<file path="config.mk">
export PLATFORM = sky130hd
export DESIGN_NAME = acp_xfer_splitter
export DESIGN_NICKNAME = d
export VERILOG_FILES = /design/src/rtl/acp_xfer_splitter.sv
export SDC_FILE = /design/constraint.sdc
export NUM_CORES = 1
export LEC_CHECK = 0
export BUFFER_PORTS_ARGS = -buffer_cell sky130_fd_sc_hd__buf_2
export CORE_ASPECT_RATIO = 1.25
export CORE_UTILIZATION = 25
export CTS_CLUSTER_DIAMETER = 150
export DETAILED_ROUTE_END_ITERATION = 8
export PLACE_DENSITY = 0.56
export SLEW_MARGIN = 10
export SYNTH_ARGS = -nofsm -noshare
export SYNTH_HDL_FRONTEND = slang
export SYNTH_SLANG_ARGS = --single-unit
</file>
<file path="constraint.sdc">
create_clock -name clock -period 8.1 [get_ports clock]
set_clock_uncertainty 0.15 [all_clocks]
set_input_delay 2.025 -clock clock [delete_from_list [all_inputs] [get_ports clock]]
set_output_delay 2.025 -clock clock [all_outputs]
set_load 0.02 [all_outputs]
</file>
<file path="src/rtl/acp_xfer_splitter.sv">
// Splits one byte-granular ACP RAM <-> AXI transfer request into 16 B / 64 B mover commands
// and reports a single completion with sticky error.
module acp_xfer_splitter #(
    parameter int AXI_ADDR_WIDTH    = 32,
    parameter int ACPRAM_ADDR_WIDTH = 10,
    parameter int LEN_WIDTH         = 16
) (
    input  logic                         clock,
    input  logic                         resetn,
    input  logic                         req_valid,
    output logic                         req_ready,
    input  logic                         req_write,
    input  logic [AXI_ADDR_WIDTH-1:0]    req_axi_addr,
    input  logic [ACPRAM_ADDR_WIDTH-1:0] req_acpram_addr,
    input  logic [LEN_WIDTH-1:0]         req_len,
    output logic                         cmp_valid,
    output logic                         cmp_error,
    output logic                         cmd_write,
    output logic                         cmd_read,
    output logic [AXI_ADDR_WIDTH-1:0]    cmd_axi_addr,
    output logic [ACPRAM_ADDR_WIDTH-1:0] cmd_acpram_addr,
    output logic                         cmd_len,
    input  logic                         cmd_busy,
    input  logic                         cmd_done,
    input  logic                         cmd_error,
    output logic [15:0]                  acp_remote_wstrb_0,
    output logic [3:0]                   acp_remote_wstrb_0123,
    output logic [15:0]                  acp_local_wstrb [4]
);

    typedef enum logic [1:0] {
        S_IDLE,
        S_ISSUE,
        S_WAIT,
        S_FIN
    } state_t;

    state_t                         state, state_nx;
    logic                           dir_q;
    logic [AXI_ADDR_WIDTH-1:0]      axi_addr_q;
    logic [ACPRAM_ADDR_WIDTH-1:0]   acpram_addr_q;
    logic [LEN_WIDTH-1:0]           rem_q;
    logic                           err_q;

    logic [3:0]                     off;
    logic [4:0]                     room;
    logic [4:0]                     single_bytes;
    logic                           burst;
    logic [6:0]                     chunk_bytes;
    logic [15:0]                    single_mask;

    // Chunk is derived from the live cursor; the cursor only moves on cmd_done, which keeps
    // cmd_* and the strobes stable from the pulse through the done cycle.
    always_comb begin
        off          = axi_addr_q[3:0];
        room         = 5'd16 - {1'b0, off};
        burst        = (axi_addr_q[5:0] == 6'd0) && (rem_q >= LEN_WIDTH'(64));
        single_bytes = (rem_q < LEN_WIDTH'(room)) ? rem_q[4:0] : room;
        single_mask  = 16'((17'd1 << single_bytes) - 17'd1) << off;
        chunk_bytes  = burst ? 7'd64 : {2'b00, single_bytes};
    end

    always_ff @(posedge clock) begin
        if (!resetn) begin
            state <= S_IDLE;
        end else begin
            state <= state_nx;
        end
    end

    always_comb begin
        state_nx              = state;
        req_ready             = 1'b0;
        cmp_valid             = 1'b0;
        cmp_error             = 1'b0;
        cmd_write             = 1'b0;
        cmd_read              = 1'b0;
        cmd_axi_addr          = '0;
        cmd_acpram_addr       = '0;
        cmd_len               = 1'b0;
        acp_remote_wstrb_0    = '0;
        acp_remote_wstrb_0123 = '0;
        for (int unsigned k = 0; k < 4; k++) begin
            acp_local_wstrb[k] = '0;
        end

        case (state)
            S_IDLE: begin
                req_ready = 1'b1;
                if (req_valid) begin
                    state_nx = (req_len == '0) ? S_FIN : S_ISSUE;
                end
            end
            S_ISSUE, S_WAIT: begin
                cmd_axi_addr    = axi_addr_q;
                cmd_acpram_addr = acpram_addr_q;
                cmd_len         = burst;
                if (burst) begin
                    acp_remote_wstrb_0    = '1;
                    acp_remote_wstrb_0123 = 4'hF;
                    for (int unsigned k = 0; k < 4; k++) begin
                        acp_local_wstrb[k] = '1;
                    end
                end else begin
                    acp_remote_wstrb_0    = single_mask;
                    acp_remote_wstrb_0123 = 4'b0001;
                    acp_local_wstrb[0]    = single_mask;
                end
                if (state == S_ISSUE && !cmd_busy) begin
                    cmd_write = dir_q;
                    cmd_read  = !dir_q;
                    state_nx  = S_WAIT;
                end
                if (state == S_WAIT && cmd_done) begin
                    state_nx = (rem_q == LEN_WIDTH'(chunk_bytes)) ? S_FIN : S_ISSUE;
                end
            end
            S_FIN: begin
                cmp_valid = 1'b1;
                cmp_error = err_q;
                state_nx  = S_IDLE;
            end
            default: state_nx = S_IDLE;
        endcase
    end

    always_ff @(posedge clock) begin
        if (!resetn) begin
            dir_q         <= 1'b0;
            axi_addr_q    <= '0;
            acpram_addr_q <= '0;
            rem_q         <= '0;
            err_q         <= 1'b0;
        end else begin
            if (state == S_IDLE && req_valid) begin
                dir_q         <= req_write;
                axi_addr_q    <= req_axi_addr;
                acpram_addr_q <= req_acpram_addr;
                rem_q         <= req_len;
                err_q         <= 1'b0;
            end
            if (state == S_WAIT && cmd_done) begin
                err_q         <= err_q | cmd_error;
                axi_addr_q    <= axi_addr_q + AXI_ADDR_WIDTH'(chunk_bytes);
                acpram_addr_q <= acpram_addr_q + (burst ? ACPRAM_ADDR_WIDTH'(4) : ACPRAM_ADDR_WIDTH'(1));
                rem_q         <= rem_q - LEN_WIDTH'(chunk_bytes);
            end
        end
    end

endmodule

</file>
Word level (Yosys, flattened, before mapping)

Cells that the tools add are included.

Flip-flop bits (word level): 62
Input port bits: 65
Output and inout bits: 132
Logic and storage cells: 67

Add/sub/neg operators: 5
Magnitude comparators: 2
Equality and inequality tests: 6
Shift operators: 2
Mux-type cells: 33
Bitwise operators: 1
Reductions and logical operators: 12

Operators by type and width:

| operator                | count |
|---|---|
| $mux W32                | 3 |
| $mux W16                | 4 |
| $mux W64                | 1 |
| $mux W48                | 1 |
| $add A32 B7 Y32         | 1 |
| $mux W10                | 3 |
| $eq A16 B7 Y1           | 1 |
| $ge A16 B7 Y1 const B   | 1 |
| $logic_not A16 Y1       | 1 |
| $lt A16 B5 Y1           | 1 |
| $shl A1 B5 Y16 const A  | 1 |
| $shl A16 B4 Y16         | 1 |
| $sub A16 B1 Y16 const B | 1 |
| $sub A16 B7 Y16         | 1 |
| $add A10 B3 Y10         | 1 |
| $mux W1                 | 10 |
| $mux W2                 | 5 |
| $mux W4                 | 2 |
| $mux W7                 | 1 |
| $logic_not A6 Y1        | 1 |
| $pmux W2 S3             | 1 |
| $mux W5                 | 1 |
| $sub A5 B4 Y5 const A   | 1 |
| $eq A2 B2 Y1 const B    | 2 |
| other kinds (11)        | 15 |

Logic depth before layout (Yosys ltp)

Depth after elaboration: 8
Mapped depth: 25
Gate-level depth less buffers: 22

Worst setup path before layout

OpenSTA, ideal clock, no wires.

Path type: register to output
Start point: register axi_addr_q[0]
End point: output acp_remote_wstrb_0[12]
Arrival time: 5.203 ns
Required time: 5.925 ns
Slack: 0.722 ns
Cell stages (with the launch flop): 26
Path buffers: 4
Path through: dfxtp_1 clkbuf_1 inv_1 clkbuf_1 ha_1 xnor2_1 inv_1 ha_1 o21a_1 o21ai_0 o21ai_4 buf_6 mux2i_4 and2_4 inv_1 ha_1 inv_1 nor2_1 a21oi_1 mux2i_1 a2111oi_2 o21ai_2 a31oi_1 nor3_1 a211oi_2 buf_4

Cells in the longest elaborated chain, start to end: 8
Elaborated cells between the ends (all ways): 10
Classes of those cells: 2 x add/sub; 1 x order compare; 2 x shift; 3 x mux; 2 x reduce/logical

Ends and longest elaborated chain:

| element                  | line | RTL |
|---|---|---|
| start: declaration       | 40   | `logic [AXI_ADDR_WIDTH-1:0] axi_addr_q;` |
| start signal: assignment | 137  | `axi_addr_q <= req_axi_addr;` |
| start signal: assignment | 144  | `axi_addr_q <= axi_addr_q + AXI_ADDR_WIDTH'(chunk_bytes);` |
| $sub A5 B4 Y5            | 56   | `room = 5'd16 - {1'b0, off};` |
| $lt A16 B5 Y1            | 58   | `single_bytes = (rem_q < LEN_WIDTH'(room)) ? rem_q[4:0] : room;` |
| $mux W5                  | 58   |  |
| $shl A1 B5 Y16           | 59   | `single_mask = 16'((17'd1 << single_bytes) - 17'd1) << off;` |
| $sub A16 B1 Y16          | 59   |  |
| $shl A16 B4 Y16          | 59   |  |
| $mux W16 (*)             | 98   | `if (burst) begin` |
| $mux W16 (*)             | 87   | `case (state)` |
| end: declaration         | 26   | `output logic [15:0] acp_remote_wstrb_0,` |

Every way passes the cells marked *; elsewhere a longest branch is shown, timed or not.

Worst setup path in the final report

Start point: register axi_addr_q[0]
End point: output acp_remote_wstrb_0[15]

Same word-level chain as after synthesis.

==> impl_results.md <==
* Ports at 197
* Initial antenna violation count at 1
* Critical path class: reg -> out
* Finished Cell Area at 0.00745 sq mm
* Final nets at 1070
* Tmin final at 7710 ps
* Crit path arrival time at 5540 ps
* Vias post-DR at 6975
* TritonCTS Buffers at 9
* Worst hold path stage count at 2
* Clock latency on the worst-skew pair at 330 ps
* RR Startpoint: axi_addr_q[0]$_SDFFE_PN0P_
* Reg2reg setup slack at 1970 ps
* Ratio of cells with drive above 1 in the final layout at 26.4%
* CTS H-tree lvls at 3
* CTS tree: built
* Period utilization at 95.2%
* CTS sink cnt at 62
* Critical path buffer and inverter count at 4
* Post-synthesis sequential area ratio at 19.4%
* Final-report max-slew violation count at 0
* Number of diodes at 0
* Root Driver: clkbuf_16
* Synth area leaders: dfxtp_1 (19%), buf_4 (8.0%), o21ai_0 (4.9%)
* Cells after Synth at 883
* Drt wl/cell at 16.8 um
* Vert. Die Dim at 181 um
* Yosys warning count at 0
* DIE WIDTH at 145 um
* CTS max path bufs at 2
* Largest net degree at the start of global routing at 56
* First-pass GRT wire length at 35100 um
* Antenna-violating nets left at 0
* Seq cells post-synth at 62
* Worst setup EP type: primary output
* Avg Cell Area, Syn at 7.24 sq um
* Hold EP: dir_q$_SDFFE_PN0P_
* Detailed Routing Iterations Pass 1 at 9
* Dpl ws at 610 ps
* Initial core utilization at 25.4%
* Cell chain of the critical path: buf_4 -> or2_2 -> o21ai_0 -> ha_1 -> o21a_1 -> o21ai_0 -> o21ai_4 -> mux2_4 -> and2_4 -> inv_1 -> ha_2 -> inv_1 -> nor2_1 -> a21oi_1 -> mux2i_1 -> a2111oi_2 -> o21ai_2 -> nand2_1 -> a221oi_1 -> o211ai_1 -> buf_2
* CP Data Required Time at 5930 ps
* Worst path max stage delay at 450 ps
* Core footprint at 0.0252 sq mm
* Total routed wirelength at 22100 um
* Setup TNS at 0 ps
* Synthesized area at 0.00639 sq mm
* Tot GR Track Use at 16.4%
* Slowest-stage cell, CP: o21ai_0
* Max-Cap Viols at 0
* GRT overflow at 0
* EDFF count, synth at 0
* Post-CTS Hold Fix Bufs at 0
* Main synth FF type: dfxtp_1
* CP startpoint kind: register
* Run status: finished, final reports clean
* Setup slack after layout at 385 ps
* Hpwl dp at 16400 um
* DRC violations left at 0
* Hold Violations, Final at 0
* Core Util, Final at 29.5%
* Port buffer count at 196
* Area grow syn2layout at 16.5%
* Die ar. at 0.0262 sq mm
* Fraction of registers with async set or reset after synthesis at 0%
* Hold WC Path Type: reg -> reg
* RSZ-0062 raised after global routing: false
* Gpl congestion at 0.951
* FF-to-FF path depth at 20
* Vias in the first global route at 6470
* CP top delay family: compound AO/OA/AOI/OAI gates
* Yosys cell types at 76
* Max-slew headroom at 33.1%
* CP max FO at 37
* Initial drt markers at 619
* Hold Startpoint: dir_q$_SDFFE_PN0P_
* Max frequency at 0.130 GHz
* Synth Net Count at 975
* R2r endpoint: rem_q[13]$_SDFFE_PN0P_
* Worst slew pin tran at 1000 ps
* DR vias/cell at 5.30
* Final setup fails at 0
* Yosys top cell by area: dfxtp_1
* Post-synth top area share at 19.4%
* Num rows at 65
* Clock transition at path regs at 50 ps
* Area after DPL at 0.00717 sq mm
## how the worst max path moves through the flow
| stage | slack, ps | end | start | cells after the start |
|---|---|---|---|---|
| after global placement | 720 | acp_remote_wstrb_0[15] | axi_addr_q[0]$_SDFFE_PN0P_ | 21 |
| after detailed placement | 610 | acp_local_wstrb[63] | axi_addr_q[0]$_SDFFE_PN0P_ | 21 |
| final | 390 | acp_remote_wstrb_0[15] | axi_addr_q[0]$_SDFFE_PN0P_ | 21 |
| after CTS | 250 | acp_local_wstrb[63] | axi_addr_q[0]$_SDFFE_PN0P_ | 21 |
| after floorplan | 720 | acp_remote_wstrb_0[12] | axi_addr_q[0]$_SDFFE_PN0P_ | 25 |
| after global routing | 100 | acp_remote_wstrb_0[15] | axi_addr_q[0]$_SDFFE_PN0P_ | 21 |
## cells in the final DEF, fill, tap and decap left out, types with 27 or more instances in the layout
cell      count
buf_2       196
nand3_1      28
inv_1        28
nand2_1      81
and2_1       48
nor2_1       65
dfxtp_1      62
o21ai_0      63
a311oi_1     27
nor3_1       33
a211oi_1     40
a21oi_1      41
## cell usage after synthesis, types with 6 or more instances
cell type / instances
a211oi_1: 40
a21o_1: 7
a21oi_1: 41
a311oi_1: 27
a31oi_1: 10
and2_1: 48
and3_1: 14
buf_4: 68
clkbuf_1: 50
dfxtp_1: 62
ha_1: 25
inv_1: 28
mux2i_1: 16
nand2_1: 81
nand3_1: 28
nand4_1: 10
nor2_1: 66
nor2b_1: 9
nor3_1: 33
nor4_1: 12
o211ai_1: 13
o21ai_0: 63
or2_2: 7
or3_1: 6
## layer usage
| layer | vias to the layer above | part of all wire, % | global-route usage (%) |
|---|---|---|---|
| met1 | 3256 | 43 | 20.2 |
| met3 | 33 | 6.7 | 3.03 |
| met4 | 2 | 2.4 | 6.00 |
| met2 | 303 | 48 | 28.3 |
| met5 | - | 0.036 | 0 |
| li1 | 3381 | - | - |
## per-stage QoR
step                      hold WS, ps  instances
after floorplan                   295        883
after global placement            310       1302
after detailed placement          322       1302
after CTS                         330       1317
after global routing              347       1317
final                             330       1317
## worst register-to-register path: stages, from the launching register on
cell and delay (ps):
dfxtp_1 310, buf_4 260, or2_2 420, o21ai_0 450, ha_1 340, o21a_1 100, o21ai_0 430, o21ai_4 180
buf_4 280, mux2i_2 220, or2_2 380, ha_1 300, nor2b_1 140, o21ai_0 220, a21oi_1 110, o21ai_0 200
or3b_1 420, a211oi_1 430, nand2_1 170, or4_1 410, a31oi_1 160
## what timing repair did
action,CTS,global route
gates resized for setup,0,2
buffers inserted,0,0
endpoints found under the setup margin,0,6
## cell families (layout without fill, tap and decap cells)
group	Yosys count	after routing	synth area share (%)
flops	62	62	19.4
xor+xnor	9	9	1.23
compound gates	266	266	28.9
simple gates	337	337	26.9
buf+inv	156	255	13.3
mux	26	26	4.62
fa+ha+maj	27	27	5.52
## registers in the layout (all words and copies together), names as in the netlist
signal and count:
rem_q 16, err_q 1, axi_addr_q 32, dir_q 1
acpram_addr_q 10, state 2
## cell type report
cell class / count / area (sq um)
Clock inverter: 1 / 5.00
Tap cell: 335 / 419
Timing Repair Buffer: 211 / 1090
Multi-Input combinational cell: 665 / 4320
Inverter: 29 / 109
Fill cell: 2812 / 17800
Sequential cell: 62 / 1240
Clock buffer: 14 / 264
Power is not shown: default switching activity piles up to over one toggle a cycle in this logic, so the estimate is an artifact.
